==> config.mk <==
export PLATFORM = sky130hd
export DESIGN_NAME = im_loader_flat
export DESIGN_NICKNAME = d
export VERILOG_FILES = /design/src/rtl/im_loader_pkg.sv /design/src/rtl/im_loader_if.sv /design/src/rtl/im_loader_word_asm.sv /design/src/rtl/im_loader.sv /design/src/flat_wrapper.sv
export SDC_FILE = /design/constraint.sdc
export NUM_CORES = 1
export LEC_CHECK = 0
export ABC_AREA = 0
export CAP_MARGIN = 20
export CORE_ASPECT_RATIO = 1.4
export CORE_MARGIN = 2
export CORE_UTILIZATION = 30
export CTS_CLUSTER_DIAMETER = 80
export DETAILED_ROUTE_END_ITERATION = 16
export GPL_ROUTABILITY_DRIVEN = 0
export GPL_TIMING_DRIVEN = 0
export PLACE_DENSITY_LB_ADDON = 0.08
export RECOVER_POWER = 25
export SYNTH_ARGS = -nofsm -noshare
export SYNTH_HDL_FRONTEND = slang
export SYNTH_SLANG_ARGS = --single-unit
export TNS_END_PERCENT = 100
==> constraint.sdc <==
create_clock -name clk_i -period 2.8 [get_ports clk_i]
set_input_delay 0.56 -clock clk_i [delete_from_list [all_inputs] [get_ports clk_i]]
set_output_delay 0.56 -clock clk_i [all_outputs]
set_load 0.05 [all_outputs]
==> src/rtl/im_loader_pkg.sv <==
// Shared types and sizes for the instruction-memory loader.
package im_loader_pkg;

    localparam int BYTES_PER_WORD = 4;
    localparam int ADDR_W         = 16;
    localparam int WORD_W         = 32;
    localparam int IDX_W          = $clog2(BYTES_PER_WORD);

    typedef enum logic [2:0] {
        LEN_HI  = 3'd0,
        LEN_LO  = 3'd1,
        BYTE    = 3'd2,
        WRITE   = 3'd3,
        DONE_ST = 3'd4
    } state_e;

endpackage

==> src/rtl/im_loader_if.sv <==
// Byte-stream input and instruction-memory write port of the loader.
interface im_loader_if;
    import im_loader_pkg::*;

    logic [7:0]        in_data;
    logic              in_valid;
    logic              in_ready;
    logic              wr_en;
    logic [ADDR_W-1:0] wr_addr;
    logic [WORD_W-1:0] wr_data;

    // Loader side: consumes the stream, drives the memory write port.
    modport slave (
        input  in_data, in_valid,
        output in_ready, wr_en, wr_addr, wr_data
    );

    // Environment side: produces the stream, observes the writes.
    modport master (
        output in_data, in_valid,
        input  in_ready, wr_en, wr_addr, wr_data
    );

endinterface

==> src/rtl/im_loader_word_asm.sv <==
// Big-endian word assembler: shifts bytes in MSB first and tracks the byte index.
module word_asm
    import im_loader_pkg::*;
(
    input  logic              clk_i,
    input  logic              rst_i,
    input  logic              clr_i,
    input  logic              shift_en_i,
    input  logic [7:0]        byte_i,
    output logic [WORD_W-1:0] word_nxt_o,
    output logic              full_o
);

    logic [WORD_W-1:0] word_q, word_d;
    logic [IDX_W-1:0]  idx_q, idx_d;

    // The word as it will look once byte_i has been shifted in.
    assign word_nxt_o = {word_q[WORD_W-9:0], byte_i};
    // The next accepted byte completes the word.
    assign full_o     = (idx_q == IDX_W'(BYTES_PER_WORD - 1));

    // Next-state for the shift register and byte index; clear wins over shift.
    always_comb begin
        word_d = word_q;
        idx_d  = idx_q;
        if (clr_i) begin
            word_d = '0;
            idx_d  = '0;
        end else if (shift_en_i) begin
            word_d = word_nxt_o;
            idx_d  = idx_q + IDX_W'(1);
        end else begin
            word_d = word_q;
            idx_d  = idx_q;
        end
    end

    // Assembler state registers with synchronous reset.
    always_ff @(posedge clk_i) begin
        if (rst_i) begin
            word_q <= '0;
            idx_q  <= '0;
        end else begin
            word_q <= word_d;
            idx_q  <= idx_d;
        end
    end

endmodule

==> src/rtl/im_loader.sv <==
// Instruction-memory loader: parses a length-prefixed big-endian byte stream,
// writes one word per WRITE cycle and releases the core when the load is done.
module im_loader
    import im_loader_pkg::*;
(
    input  logic              clk_i,
    input  logic              rst_i,
    im_loader_if.slave        bus,
    output logic              cpu_rst_f_o,
    output logic              done_o,
    output logic [ADDR_W-1:0] words_loaded_o
);

    state_e            state_q, state_d;
    logic [15:0]       n_q, n_d;
    logic [ADDR_W-1:0] cnt_q, cnt_d;
    logic [ADDR_W-1:0] wr_addr_q, wr_addr_d;
    logic [WORD_W-1:0] wr_data_q, wr_data_d;
    logic              in_ready_q, wr_en_q, done_q;
    logic              xfer_s, shift_en_s, clr_s, full_s;
    logic [WORD_W-1:0] word_nxt_s;

    // in_ready_q is registered from the next state, so it mirrors the accepting states.
    assign xfer_s = bus.in_valid & in_ready_q;

    word_asm u_word_asm (
        .clk_i      (clk_i),
        .rst_i      (rst_i),
        .clr_i      (clr_s),
        .shift_en_i (shift_en_s),
        .byte_i     (bus.in_data),
        .word_nxt_o (word_nxt_s),
        .full_o     (full_s)
    );

    // Next-state logic: length header, byte collection, one-cycle write, terminal done.
    always_comb begin
        state_d    = state_q;
        n_d        = n_q;
        cnt_d      = cnt_q;
        wr_addr_d  = wr_addr_q;
        wr_data_d  = wr_data_q;
        shift_en_s = 1'b0;
        clr_s      = 1'b0;
        case (state_q)
            LEN_HI: begin
                if (xfer_s) begin
                    n_d     = {bus.in_data, n_q[7:0]};
                    state_d = LEN_LO;
                end else begin
                    state_d = LEN_HI;
                end
            end
            LEN_LO: begin
                if (xfer_s) begin
                    n_d   = {n_q[15:8], bus.in_data};
                    clr_s = 1'b1;
                    if (n_d == 16'd0) begin
                        state_d = DONE_ST;
                    end else begin
                        state_d = BYTE;
                    end
                end else begin
                    state_d = LEN_LO;
                end
            end
            BYTE: begin
                if (xfer_s) begin
                    shift_en_s = 1'b1;
                    if (full_s) begin
                        // Capture address and word now so the strobe cycle presents them.
                        state_d   = WRITE;
                        wr_addr_d = cnt_q;
                        wr_data_d = word_nxt_s;
                    end else begin
                        state_d = BYTE;
                    end
                end else begin
                    state_d = BYTE;
                end
            end
            WRITE: begin
                cnt_d = cnt_q + 16'd1;
                if ((cnt_q + 16'd1) == n_q) begin
                    state_d = DONE_ST;
                end else begin
                    state_d = BYTE;
                end
            end
            DONE_ST: begin
                state_d = DONE_ST;
            end
            default: begin
                state_d = LEN_HI;
            end
        endcase
    end

    // State, header, counter and write-port registers.
    always_ff @(posedge clk_i) begin
        if (rst_i) begin
            state_q   <= LEN_HI;
            n_q       <= 16'd0;
            cnt_q     <= '0;
            wr_addr_q <= '0;
            wr_data_q <= '0;
        end else begin
            state_q   <= state_d;
            n_q       <= n_d;
            cnt_q     <= cnt_d;
            wr_addr_q <= wr_addr_d;
            wr_data_q <= wr_data_d;
        end
    end

    // Status outputs registered from the next state.
    always_ff @(posedge clk_i) begin
        if (rst_i) begin
            in_ready_q <= 1'b0;
            wr_en_q    <= 1'b0;
            done_q     <= 1'b0;
        end else begin
            in_ready_q <= (state_d == LEN_HI) || (state_d == LEN_LO) || (state_d == BYTE);
            wr_en_q    <= (state_d == WRITE);
            done_q     <= (state_d == DONE_ST);
        end
    end

    assign bus.in_ready    = in_ready_q;
    assign bus.wr_en       = wr_en_q;
    assign bus.wr_addr     = wr_addr_q;
    assign bus.wr_data     = wr_data_q;
    assign done_o          = done_q;
    assign cpu_rst_f_o     = done_q;
    assign words_loaded_o  = cnt_q;

endmodule

==> src/flat_wrapper.sv <==
// flat-port wrapper written by rule: the top's interface ports become plain ports
module im_loader_flat import im_loader_pkg::*;
  (clk_i, rst_i, cpu_rst_f_o, done_o, words_loaded_o, bus_in_data, bus_in_valid, bus_in_ready, bus_wr_en, bus_wr_addr, bus_wr_data);
  im_loader_if bus_i ();
  input  logic clk_i;
  input  logic rst_i;
  output logic cpu_rst_f_o;
  output logic done_o;
  output logic [ADDR_W-1:0] words_loaded_o;
  input wire logic [$bits(bus_i.in_data)-1:0] bus_in_data;
  input wire logic [$bits(bus_i.in_valid)-1:0] bus_in_valid;
  output wire logic [$bits(bus_i.in_ready)-1:0] bus_in_ready;
  output wire logic [$bits(bus_i.wr_en)-1:0] bus_wr_en;
  output wire logic [$bits(bus_i.wr_addr)-1:0] bus_wr_addr;
  output wire logic [$bits(bus_i.wr_data)-1:0] bus_wr_data;
  assign bus_i.in_data = bus_in_data;
  assign bus_i.in_valid = bus_in_valid;
  assign bus_in_ready = bus_i.in_ready;
  assign bus_wr_en = bus_i.wr_en;
  assign bus_wr_addr = bus_i.wr_addr;
  assign bus_wr_data = bus_i.wr_data;
  im_loader u_core (.clk_i(clk_i), .rst_i(rst_i), .bus(bus_i), .cpu_rst_f_o(cpu_rst_f_o), .done_o(done_o), .words_loaded_o(words_loaded_o));
endmodule
==> results of run 1 <==
==> flip-flops by register name (all words and copies together), names as in the netlist <==
signal	cells
u_core.bus.wr_en	1
u_core.words_loaded_o	16
u_core.n_q	16
u_core.state_q	3
u_core.bus.wr_data	32
u_core.u_word_asm.word_q	24
u_core.u_word_asm.idx_q	2
u_core.cpu_rst_f_o	1
u_core.bus.wr_addr	16
u_core.bus.in_ready	1
==> what timing repair did <==
action	4_1_cts	5_1_grt
hold buffers	0	0
hold endpoints to repair	0	0
resized for setup	0	3
setup endpoints to repair	0	11
==> metal layers <==
layer | global-route usage (%) | vias up
li1 | - | 2182
met1 | 18.9 | 2012
met2 | 30.4 | 81
met3 | 3.17 | 14
met4 | 5.57 | 0
met5 | 0 | -
==> worst max-delay path by stage <==
stage	start	endpoint	slack [ns]	depth (start not counted)
floorplan	u_core.words_loaded_o[0]$_SDFFE_PP0N_	u_core.bus.in_ready$_SDFF_PP0_	0.21	9
global placement	bus_in_valid	u_core.bus.wr_addr[4]$_SDFFE_PP0P_	-0.30	9
detailed placement	bus_in_valid	u_core.bus.wr_addr[4]$_SDFFE_PP0P_	-0.29	9
CTS	bus_in_valid	u_core.bus.wr_addr[4]$_SDFFE_PP0P_	0.07	9
global route	u_core.words_loaded_o[0]$_SDFFE_PP0N_	u_core.bus.in_ready$_SDFF_PP0_	0.01	8
finish	u_core.words_loaded_o[0]$_SDFFE_PP0N_	u_core.bus.in_ready$_SDFF_PP0_	0.16	9
==> metrics by stage <==
step,instance area [µm²],hold slack [ns]
floorplan,4670,0.432
global placement,5680,0.442
detailed placement,5680,0.448
CTS,5960,0.457
global route,5960,0.468
finish,5960,0.454
==> kinds of logic (layout without fill, tap and decap cells) <==
group / after synthesis / after routing / synth area share (%)
and+or+nand+nor: 270 / 270 / 26.1
AOI/OAI and AO/OA: 134 / 134 / 15.2
buffers and inverters: 47 / 141 / 4.29
xor gates and xnor gates: 30 / 30 / 5.63
DFF: 112 / 112 / 48.1
adders and majority gates: 2 / 2 / 0.536
muxes: 1 / 1 / 0.215
==> worst max-delay path, stage by stage (launching register included) <==
cell and delay (ns):
dfxtp_1 0.54, ha_1 0.28, and3_1 0.17, clkbuf_2 0.16, and4_1 0.27, o22ai_1 0.11, nor3_1 0.25, o2111ai_1 0.18
o31a_1 0.38, nor3b_2 0.17
==> final cells by class <==
| cell class | count | area share (%) |
|---|---|---|
| tap | 192 | 4.03 |
| buffer | 46 | 3.27 |
| clock inverter | 7 | 0.902 |
| clock buffer | 9 | 3.78 |
| inverter | 1 | 0.0629 |
| multi-input combinational | 437 | 37.3 |
| timing repair buffer | 78 | 13.0 |
| sequential | 112 | 37.6 |
==> layout by cell type (no fill, tap or decap), types with 2 or more instances in the layout <==
cell,count
xnor2_1,16
buf_2,10
a31oi_1,3
dlygate4sd3_1,15
xor2_1,14
buf_1,2
clkinvlp_4,2
nand2_1,178
dfxtp_1,112
nand4_1,4
nor4_1,7
buf_4,2
clkbuf_16,9
nand2b_1,5
ha_1,2
and2_1,4
or2_2,2
and4_1,3
nor4_2,2
nor2_1,23
a21oi_1,101
nor2b_1,2
o21ai_1,2
nor3_1,7
nand3_1,16
and3_1,3
o21ai_0,18
clkbuf_1,30
clkdlybuf4s50_1,62
or3_1,5
clkinv_2,2
clkbuf_2,3
==> where the power goes <==
group | switching (µW) | leakage [µW] | total, µW | internal, µW
registers | 18.3 | 0.000903 | 1630 | 1610
logic | 112 | 0.000947 | 169 | 57.6
clock network | 613 | 0.000134 | 1230 | 613
total | 743 | 0.00198 | 3020 | 2280
==> impl_results.html, run 1 <==
<table>
<tr><th>Metric</th><th>Value</th></tr>
<tr><th colspan="2">Placed design</th></tr>
<tr><td>Worst setup slack before clock tree synthesis</td><td>-0.288 ns</td></tr>
<tr><td>HPWL after DPL</td><td>about 10000 µm</td></tr>
<tr><td>Port-buffer cells</td><td>77</td></tr>
<tr><td>Cell total after placement</td><td>just under 900</td></tr>
<tr><th colspan="2">Clock tree</th></tr>
<tr><td>Clock sink count</td><td>between 100 and 150</td></tr>
<tr><td>Clock slew at reported path FFs</td><td>~0.08 ns</td></tr>
<tr><td>CTS root buffer</td><td>clkbuf_16</td></tr>
<tr><td>Clock tree from TritonCTS</td><td>built</td></tr>
<tr><td>H-tree levels</td><td>3</td></tr>
<tr><td>TritonCTS Buffers</td><td>9</td></tr>
<tr><td>Worst-skew pair later-pin latency</td><td>around 0.35 ns</td></tr>
<tr><td>Setup fix buffers added after clock tree synthesis</td><td>0</td></tr>
<tr><td>Worst-case clock buffer depth</td><td>2</td></tr>
<tr><th colspan="2">Critical path</th></tr>
<tr><td>FF-to-FF Start</td><td>u_core.words_loaded_o[0]$_SDFFE_PP0N_</td></tr>
<tr><td>Data arrival time of the worst path</td><td>2.86 ns</td></tr>
<tr><td>Startpoint Class</td><td>flip-flop</td></tr>
<tr><td>Highest net fanout along the worst path</td><td>8</td></tr>
<tr><td>Required time worst endpoint</td><td>3.01 ns</td></tr>
<tr><td>Register-to-register path setup slack</td><td>about 0.16 ns</td></tr>
<tr><td>Crit path kind</td><td>reg -&gt; reg</td></tr>
<tr><td>Endpoint kind of the worst setup timing path</td><td>flip-flop</td></tr>
<tr><td>R2r endpoint</td><td>u_core.bus.in_ready$_SDFF_PP0_</td></tr>
<tr><td>Worst reg-to-reg path cell count</td><td>9</td></tr>
<tr><th colspan="2">Drt</th></tr>
<tr><td>Violation count after the first detailed-route iteration</td><td>roughly 170</td></tr>
<tr><td>M1 wire length</td><td>roughly 5500 µm</td></tr>
<tr><td>Average routed wire per standard cell</td><td>about 15 µm</td></tr>
<tr><td>Via-per-instance ratio</td><td>around 5</td></tr>
<tr><td>Wire length on met2</td><td>around 7000 µm</td></tr>
<tr><td>Antenna Nets Post-Route</td><td>0</td></tr>
<tr><td>Post-route DRC violation count</td><td>0</td></tr>
<tr><td>Top sig layer</td><td>met4</td></tr>
<tr><td>Number of iterations in the first detailed-routing pass</td><td>5</td></tr>
<tr><td>Total Routed Length</td><td>between 10,000 and 15,000 µm</td></tr>
<tr><td>Met3 wire len</td><td>403 µm</td></tr>
<tr><td>Via count of the routed design</td><td>~4,300</td></tr>
<tr><th colspan="2">Hold path</th></tr>
<tr><td>Start point of the worst hold path</td><td>u_core.bus.wr_addr[14]$_SDFFE_PP0P_</td></tr>
<tr><td>Hold path endpoint</td><td>u_core.bus.wr_addr[14]$_SDFFE_PP0P_</td></tr>
<tr><td>Worst hold stages</td><td>2</td></tr>
<tr><td>Class of the tightest hold or removal check</td><td>reg -&gt; reg</td></tr>
<tr><th colspan="2">Floorplan</th></tr>
<tr><td>Placement Rows</td><td>53</td></tr>
<tr><td>Die area</td><td>around 0.017 mm²</td></tr>
<tr><td>Top-Level Pins</td><td>between 70 and 80</td></tr>
<tr><td>Placeable Area</td><td>about 0.015 mm²</td></tr>
<tr><td>Horizontal extent of the die</td><td>about 110 µm</td></tr>
<tr><td>Die H</td><td>152 µm</td></tr>
<tr><td>Initial standard-cell utilization of the core</td><td>just over 30%</td></tr>
<tr><th colspan="2">Layout</th></tr>
<tr><td>Fraction of final layout cells with drive strength greater than 1</td><td>under 10%</td></tr>
<tr><td>Area used by multi-input combinational logic</td><td>about 0.0022 mm²</td></tr>
<tr><td>Register Area</td><td>between 0.002 and 0.0025 mm²</td></tr>
<tr><td>Final antenna diode count</td><td>0</td></tr>
<tr><td>Fill cell total of the finished layout</td><td>roughly 1,700</td></tr>
<tr><td>Final std cells w/o fill</td><td>about 880</td></tr>
<tr><td>Final core utilization</td><td>between 30% and 40%</td></tr>
<tr><td>Total Nets Final</td><td>roughly 700</td></tr>
<tr><td>Area delta synth-&gt;final</td><td>27.8%</td></tr>
<tr><th colspan="2">Synth</th></tr>
<tr><td>Most common cell in the netlist</td><td>nand2_1</td></tr>
<tr><td>Post-Syn Area</td><td>0.00467 mm²</td></tr>
<tr><td>Post-synthesis area per instance</td><td>just under 8 µm²</td></tr>
<tr><td>Ys async rst share</td><td>0%</td></tr>
<tr><td>Number of instances in the synthesized netlist</td><td>a little under 600</td></tr>
<tr><td>YS warnings</td><td>0</td></tr>
<tr><td>Number of enable-type register cells in the synthesized netlist</td><td>0</td></tr>
<tr><td>Number of distinct library cells after synthesis</td><td>49</td></tr>
<tr><td>Total of flip-flops plus latches after synthesis</td><td>around 110</td></tr>
<tr><td>Share of the synthesized area in the top cell type</td><td>48.1%</td></tr>
<tr><td>Library cell occupying the most area in the post-synthesis netlist</td><td>dfxtp_1</td></tr>
<tr><td>Main area contributors after synthesis</td><td>dfxtp_1 48%, nand2_1 14%, a21oi_1 11%</td></tr>
<tr><td>Sequential area share after synthesis</td><td>between 40% and 50%</td></tr>
<tr><td>Most instantiated cells after synthesis</td><td>178 x nand2_1, 112 x dfxtp_1, 101 x a21oi_1, 28 x clkbuf_1, 22 x nor2_1</td></tr>
<tr><td>Prevailing post-synth register cell</td><td>dfxtp_1</td></tr>
<tr><td>Syn_nets</td><td>~610</td></tr>
<tr><th colspan="2">GRT</th></tr>
<tr><td>Number of antenna violations at the first check in global routing</td><td>0</td></tr>
<tr><td>Wire length of the first global-routing pass</td><td>21,200 µm</td></tr>
<tr><td>Maximum number of pins on one net before global-route repair</td><td>20</td></tr>
<tr><td>GRT overflow</td><td>0</td></tr>
<tr><td>Total GRT Usage</td><td>16.6%</td></tr>
<tr><td>Via count of the first global-routing pass</td><td>between 4,000 and 5,000</td></tr>
<tr><th colspan="2">STA</th></tr>
<tr><td>Crit path setup slack, layout</td><td>0.159 ns</td></tr>
<tr><td>Final critical-path required period</td><td>around 2.6 ns</td></tr>
<tr><td>Worst-case clock skew</td><td>about 0.010 ns</td></tr>
<tr><td>Slew Viols, Final</td><td>0</td></tr>
<tr><td>Final number of setup-violating endpoints</td><td>0</td></tr>
<tr><td>Transition time at the pin with the least slew margin</td><td>roughly 0.6 ns</td></tr>
<tr><td>Final Hold Fails</td><td>0</td></tr>
<tr><td>Fmax</td><td>0.379 GHz</td></tr>
<tr><td>Unrepaired setup endpoints after global routing</td><td>no</td></tr>
<tr><td>Final period utilization</td><td>94.3%</td></tr>
<tr><td>Total negative setup slack</td><td>0 ns</td></tr>
<tr><td>Worst slew margin relative to its limit</td><td>roughly 60%</td></tr>
<tr><th colspan="2">Status</th></tr>
<tr><td>Outcome</td><td>completed</td></tr>
<tr><th colspan="2">Pwr</th></tr>
<tr><td>Reported leakage power</td><td>around 0.0020 µW</td></tr>
<tr><td>Sum of internal, switching and leakage power</td><td>between 3000 and 4000 µW</td></tr>
<tr><td>Peak supply drop</td><td>between 0.2 and 0.3 mV</td></tr>
<tr><td>Power per cell area</td><td>507 mW/mm²</td></tr>
<tr><th colspan="2">Job</th></tr>
<tr><td>Count of max-cap constraint violations</td><td>0</td></tr>
</table>
Note: power is estimated with default switching activity, not from simulation.
==> run 2, diff against run 1 <==
Settings changed: CAP_MARGIN 20 to default, SETUP_SLACK_MARGIN from default to 0.4.
==> run 2 against run 1 <==
Compared with the run above: cell count is 0.34% higher; via count decreased by 0.14%; sequential power is essentially flat; clock-buffer cell count up 3; combinational power about the same; clock power shrank 3%; worst hold slack got worse by 0.0035 ns; largest power group unchanged; highest routed layer unchanged.
==> impl_results.html, run 2 (synthesized netlist as in run 1, its figures left out) <==
<table>
<tr><th>Metric</th><th>Value</th></tr>
<tr><th colspan="2">Layout</th></tr>
<tr><td>Register Area</td><td>roughly 0.0023 mm²</td></tr>
<tr><td>Post-route cell area</td><td>between 0.006 and 0.007 mm²</td></tr>
<tr><td>Fraction of final layout cells with drive strength greater than 1</td><td>9.09%</td></tr>
<tr><td>Area delta synth-&gt;final</td><td>29.7%</td></tr>
<tr><td>Leading cell types in the layout, fill and taps excluded</td><td>178 x nand2_1, 105 x dfxtp_1, 101 x a21oi_1, 56 x clkdlybuf4s50_1</td></tr>
<tr><td>Area used by multi-input combinational logic</td><td>0.00226 mm²</td></tr>
<tr><td>Most common cell after layout, fill and taps aside</td><td>nand2_1</td></tr>
<tr><td>Fill cell total of the finished layout</td><td>approximately 1,600</td></tr>
<tr><td>Total Nets Final</td><td>between 700 and 800</td></tr>
<tr><td>Number of flip-flops in the largest register</td><td>32</td></tr>
<tr><td>Final antenna diode count</td><td>0</td></tr>
<tr><th colspan="2">Critical path</th></tr>
<tr><td>Required time worst endpoint</td><td>just over 3 ns</td></tr>
<tr><td>Highest net fanout along the worst path</td><td>10</td></tr>
<tr><td>Buffers plus inverters on the worst setup path</td><td>4</td></tr>
<tr><td>Data arrival time of the worst path</td><td>about 2.6 ns</td></tr>
<tr><td>Cell at the slowest stage of the critical path</td><td>or3b_2</td></tr>
<tr><td>Most prevalent standard cell on the critical path</td><td>buf_2</td></tr>
<tr><td>Startpoint Class</td><td>flip-flop</td></tr>
<tr><td>Endpoint kind of the worst setup timing path</td><td>flip-flop</td></tr>
<tr><td>Critical path, cell by cell</td><td>buf_2 -&gt; or3b_2 -&gt; clkbuf_1 -&gt; nor2_1 -&gt; or2_2 -&gt; buf_2 -&gt; buf_2 -&gt; a21oi_1</td></tr>
<tr><td>Category of cells accounting for the largest share of critical-path delay</td><td>simple AND/OR/NAND/NOR gates</td></tr>
<tr><td>Crit path kind</td><td>reg -&gt; reg</td></tr>
<tr><td>Slowest stage delay, CP</td><td>~0.45 ns</td></tr>
<tr><th colspan="2">STA</th></tr>
<tr><td>Final period utilization</td><td>83.4%</td></tr>
<tr><td>Crit path setup slack, layout</td><td>0.466 ns</td></tr>
<tr><td>Final Hold Fails</td><td>0</td></tr>
<tr><td>Unrepaired setup endpoints after global routing</td><td>yes</td></tr>
<tr><td>Fmax</td><td>approximately 0.43 GHz</td></tr>
<tr><td>Worst-case clock skew</td><td>roughly 0.0067 ns</td></tr>
<tr><td>Final number of setup-violating endpoints</td><td>0</td></tr>
<tr><td>Final critical-path required period</td><td>around 2.3 ns</td></tr>
<tr><td>Worst slew margin relative to its limit</td><td>a little over a fifth</td></tr>
<tr><td>Transition time at the pin with the least slew margin</td><td>between 1 and 1.5 ns</td></tr>
<tr><td>Slew Viols, Final</td><td>0</td></tr>
<tr><td>Total negative setup slack</td><td>0 ns</td></tr>
<tr><th colspan="2">Placed design</th></tr>
<tr><td>Placed Instance Area</td><td>0.00568 mm²</td></tr>
<tr><td>Port-buffer cells</td><td>77</td></tr>
<tr><td>HPWL after DPL</td><td>10,000 µm</td></tr>
<tr><td>Worst setup slack before clock tree synthesis</td><td>-0.286 ns</td></tr>
<tr><th colspan="2">GRT</th></tr>
<tr><td>Number of antenna violations at the first check in global routing</td><td>0</td></tr>
<tr><td>Maximum number of pins on one net before global-route repair</td><td>18</td></tr>
<tr><td>Total GRT Usage</td><td>between 10% and 20%</td></tr>
<tr><td>Wire length of the first global-routing pass</td><td>roughly 21,000 µm</td></tr>
<tr><td>GRT overflow</td><td>0</td></tr>
<tr><td>Via count of the first global-routing pass</td><td>approximately 4,200</td></tr>
<tr><th colspan="2">Floorplan</th></tr>
<tr><td>Initial standard-cell utilization of the core</td><td>30.9%</td></tr>
<tr><td>Horizontal extent of the die</td><td>around 110 µm</td></tr>
<tr><td>Placement Rows</td><td>53</td></tr>
<tr><td>Die H</td><td>152 µm</td></tr>
<tr><td>Top-Level Pins</td><td>just under 80</td></tr>
<tr><td>Placeable Area</td><td>between 0.015 and 0.02 mm²</td></tr>
<tr><td>Die area</td><td>between 0.015 and 0.02 mm²</td></tr>
<tr><th colspan="2">Pwr</th></tr>
<tr><td>Reported leakage power</td><td>between 0.002 and 0.0025 µW</td></tr>
<tr><td>Power per cell area</td><td>~490 mW/mm²</td></tr>
<tr><td>Power share of the sequential group</td><td>54.4%</td></tr>
<tr><td>Switching part of the total</td><td>between 20% and 30%</td></tr>
<tr><td>Power dissipated by switching net loads</td><td>711 µW</td></tr>
<tr><td>Clock power frac</td><td>39.8%</td></tr>
<tr><td>Relative contribution of combinational cells to total power</td><td>5.8%</td></tr>
<tr><td>Internal power</td><td>2270 µW</td></tr>
<tr><td>Peak supply drop</td><td>between 0.3 and 0.4 mV</td></tr>
<tr><th colspan="2">Drt</th></tr>
<tr><td>Average routed wire per standard cell</td><td>15.0 µm</td></tr>
<tr><td>Violation count after the first detailed-route iteration</td><td>between 100 and 150</td></tr>
<tr><td>Top sig layer</td><td>met4</td></tr>
<tr><td>M1 wire length</td><td>between 5000 and 6000 µm</td></tr>
<tr><td>Total Routed Length</td><td>between 10,000 and 15,000 µm</td></tr>
<tr><td>Antenna Nets Post-Route</td><td>0</td></tr>
<tr><td>Met3 wire len</td><td>approximately 330 µm</td></tr>
<tr><td>Post-route DRC violation count</td><td>0</td></tr>
<tr><td>Wire length on met2</td><td>about 7300 µm</td></tr>
<tr><td>Via count of the routed design</td><td>approximately 4,300</td></tr>
<tr><td>Via-per-instance ratio</td><td>about 4.8</td></tr>
<tr><td>Number of iterations in the first detailed-routing pass</td><td>4</td></tr>
<tr><th colspan="2">Clock tree</th></tr>
<tr><td>CTS root buffer</td><td>clkbuf_16</td></tr>
<tr><td>TritonCTS Buffers</td><td>9</td></tr>
<tr><td>Clock tree from TritonCTS</td><td>built</td></tr>
<tr><td>Clock sink count</td><td>approximately 110</td></tr>
<tr><td>H-tree levels</td><td>3</td></tr>
<tr><td>Worst-case clock buffer depth</td><td>2</td></tr>
<tr><td>Clock slew at reported path FFs</td><td>approximately 0.07 ns</td></tr>
<tr><td>Worst-skew pair later-pin latency</td><td>~0.35 ns</td></tr>
<tr><th colspan="2">Status</th></tr>
<tr><td>Outcome</td><td>completed</td></tr>
<tr><th colspan="2">Hold path</th></tr>
<tr><td>Class of the tightest hold or removal check</td><td>reg -&gt; reg</td></tr>
<tr><th colspan="2">Job</th></tr>
<tr><td>Count of max-cap constraint violations</td><td>0</td></tr>
</table>
[run 2: through the flow]
stage                     hold WS [ns]  total power [µW]  cells  utilization [%]
after CTS                        0.456              3020    881             39.5
final                            0.450              2980    885             40.0
after global routing             0.471              3100    885             40.0
after detailed placement         0.446              1840    865             37.6
after floorplan                  0.432              1770    596                -
after global placement           0.442              1830    865             37.6
[run 2: layout make-up]
class | instances | area share, %
buffer | 46 | 3.66
clock inverter | 4 | 0.475
tap | 192 | 3.97
inverter | 1 | 0.0620
timing repair buffer | 81 | 13.3
sequential | 112 | 37.3
clock buffer | 12 | 3.91
multi-input combinational | 437 | 37.4
[run 2: repair_timing]
| action | 4_1_cts | 5_1_grt |
|---|---|---|
| hold buffers | 0 | 0 |
| pin swaps | 1 | 1 |
| endpoints found under the hold margin | 0 | 0 |
| buffers inserted | 0 | 4 |
| setup endpoints to repair | 51 | 39 |
| gates resized for setup | 9 | 30 |
[run 2: final timing paths]
kind,startpoint,endpoint,slack [ns],cells after the start
worst max-delay path,u_core.state_q[0]$_SDFF_PP0_,u_core.u_word_asm.word_q[5]$_SDFFE_PP0P_,0.47,8
worst min-delay path,u_core.bus.wr_addr[10]$_SDFFE_PP0P_,u_core.bus.wr_addr[10]$_SDFFE_PP0P_,0.45,2
worst max register to register,u_core.state_q[0]$_SDFF_PP0_,u_core.u_word_asm.word_q[5]$_SDFFE_PP0P_,0.47,8
worst min register to register,u_core.bus.wr_addr[10]$_SDFFE_PP0P_,u_core.bus.wr_addr[10]$_SDFFE_PP0P_,0.45,2
[run 2: worst register-to-register path, stage by stage, from the launching register on]
cell	delay (ns)
dfxtp_1	0.31
buf_2	0.17
or3b_2	0.45
clkbuf_1	0.20
nor2_1	0.42
or2_2	0.19
buf_2	0.18
buf_2	0.24
a21oi_1	0.06
[run 2: metal layers]
metal	vias up	GRT usage, %
met4	0	5.38
met2	64	31.3
met5	-	0
met3	12	2.22
met1	2022	18.8
li1	2185	-
[run 2: power by group through the flow]
| stage | sequential (µW) | combinational, µW | clock, µW |
|---|---|---|---|
| after floorplan | 1660 | 103 | 0 |
| after global placement | 1660 | 169 | 0 |
| after detailed placement | 1660 | 171 | 0 |
| after CTS | 1620 | 172 | 1230 |
| after global routing | 1630 | 190 | 1290 |
| final | 1620 | 172 | 1190 |
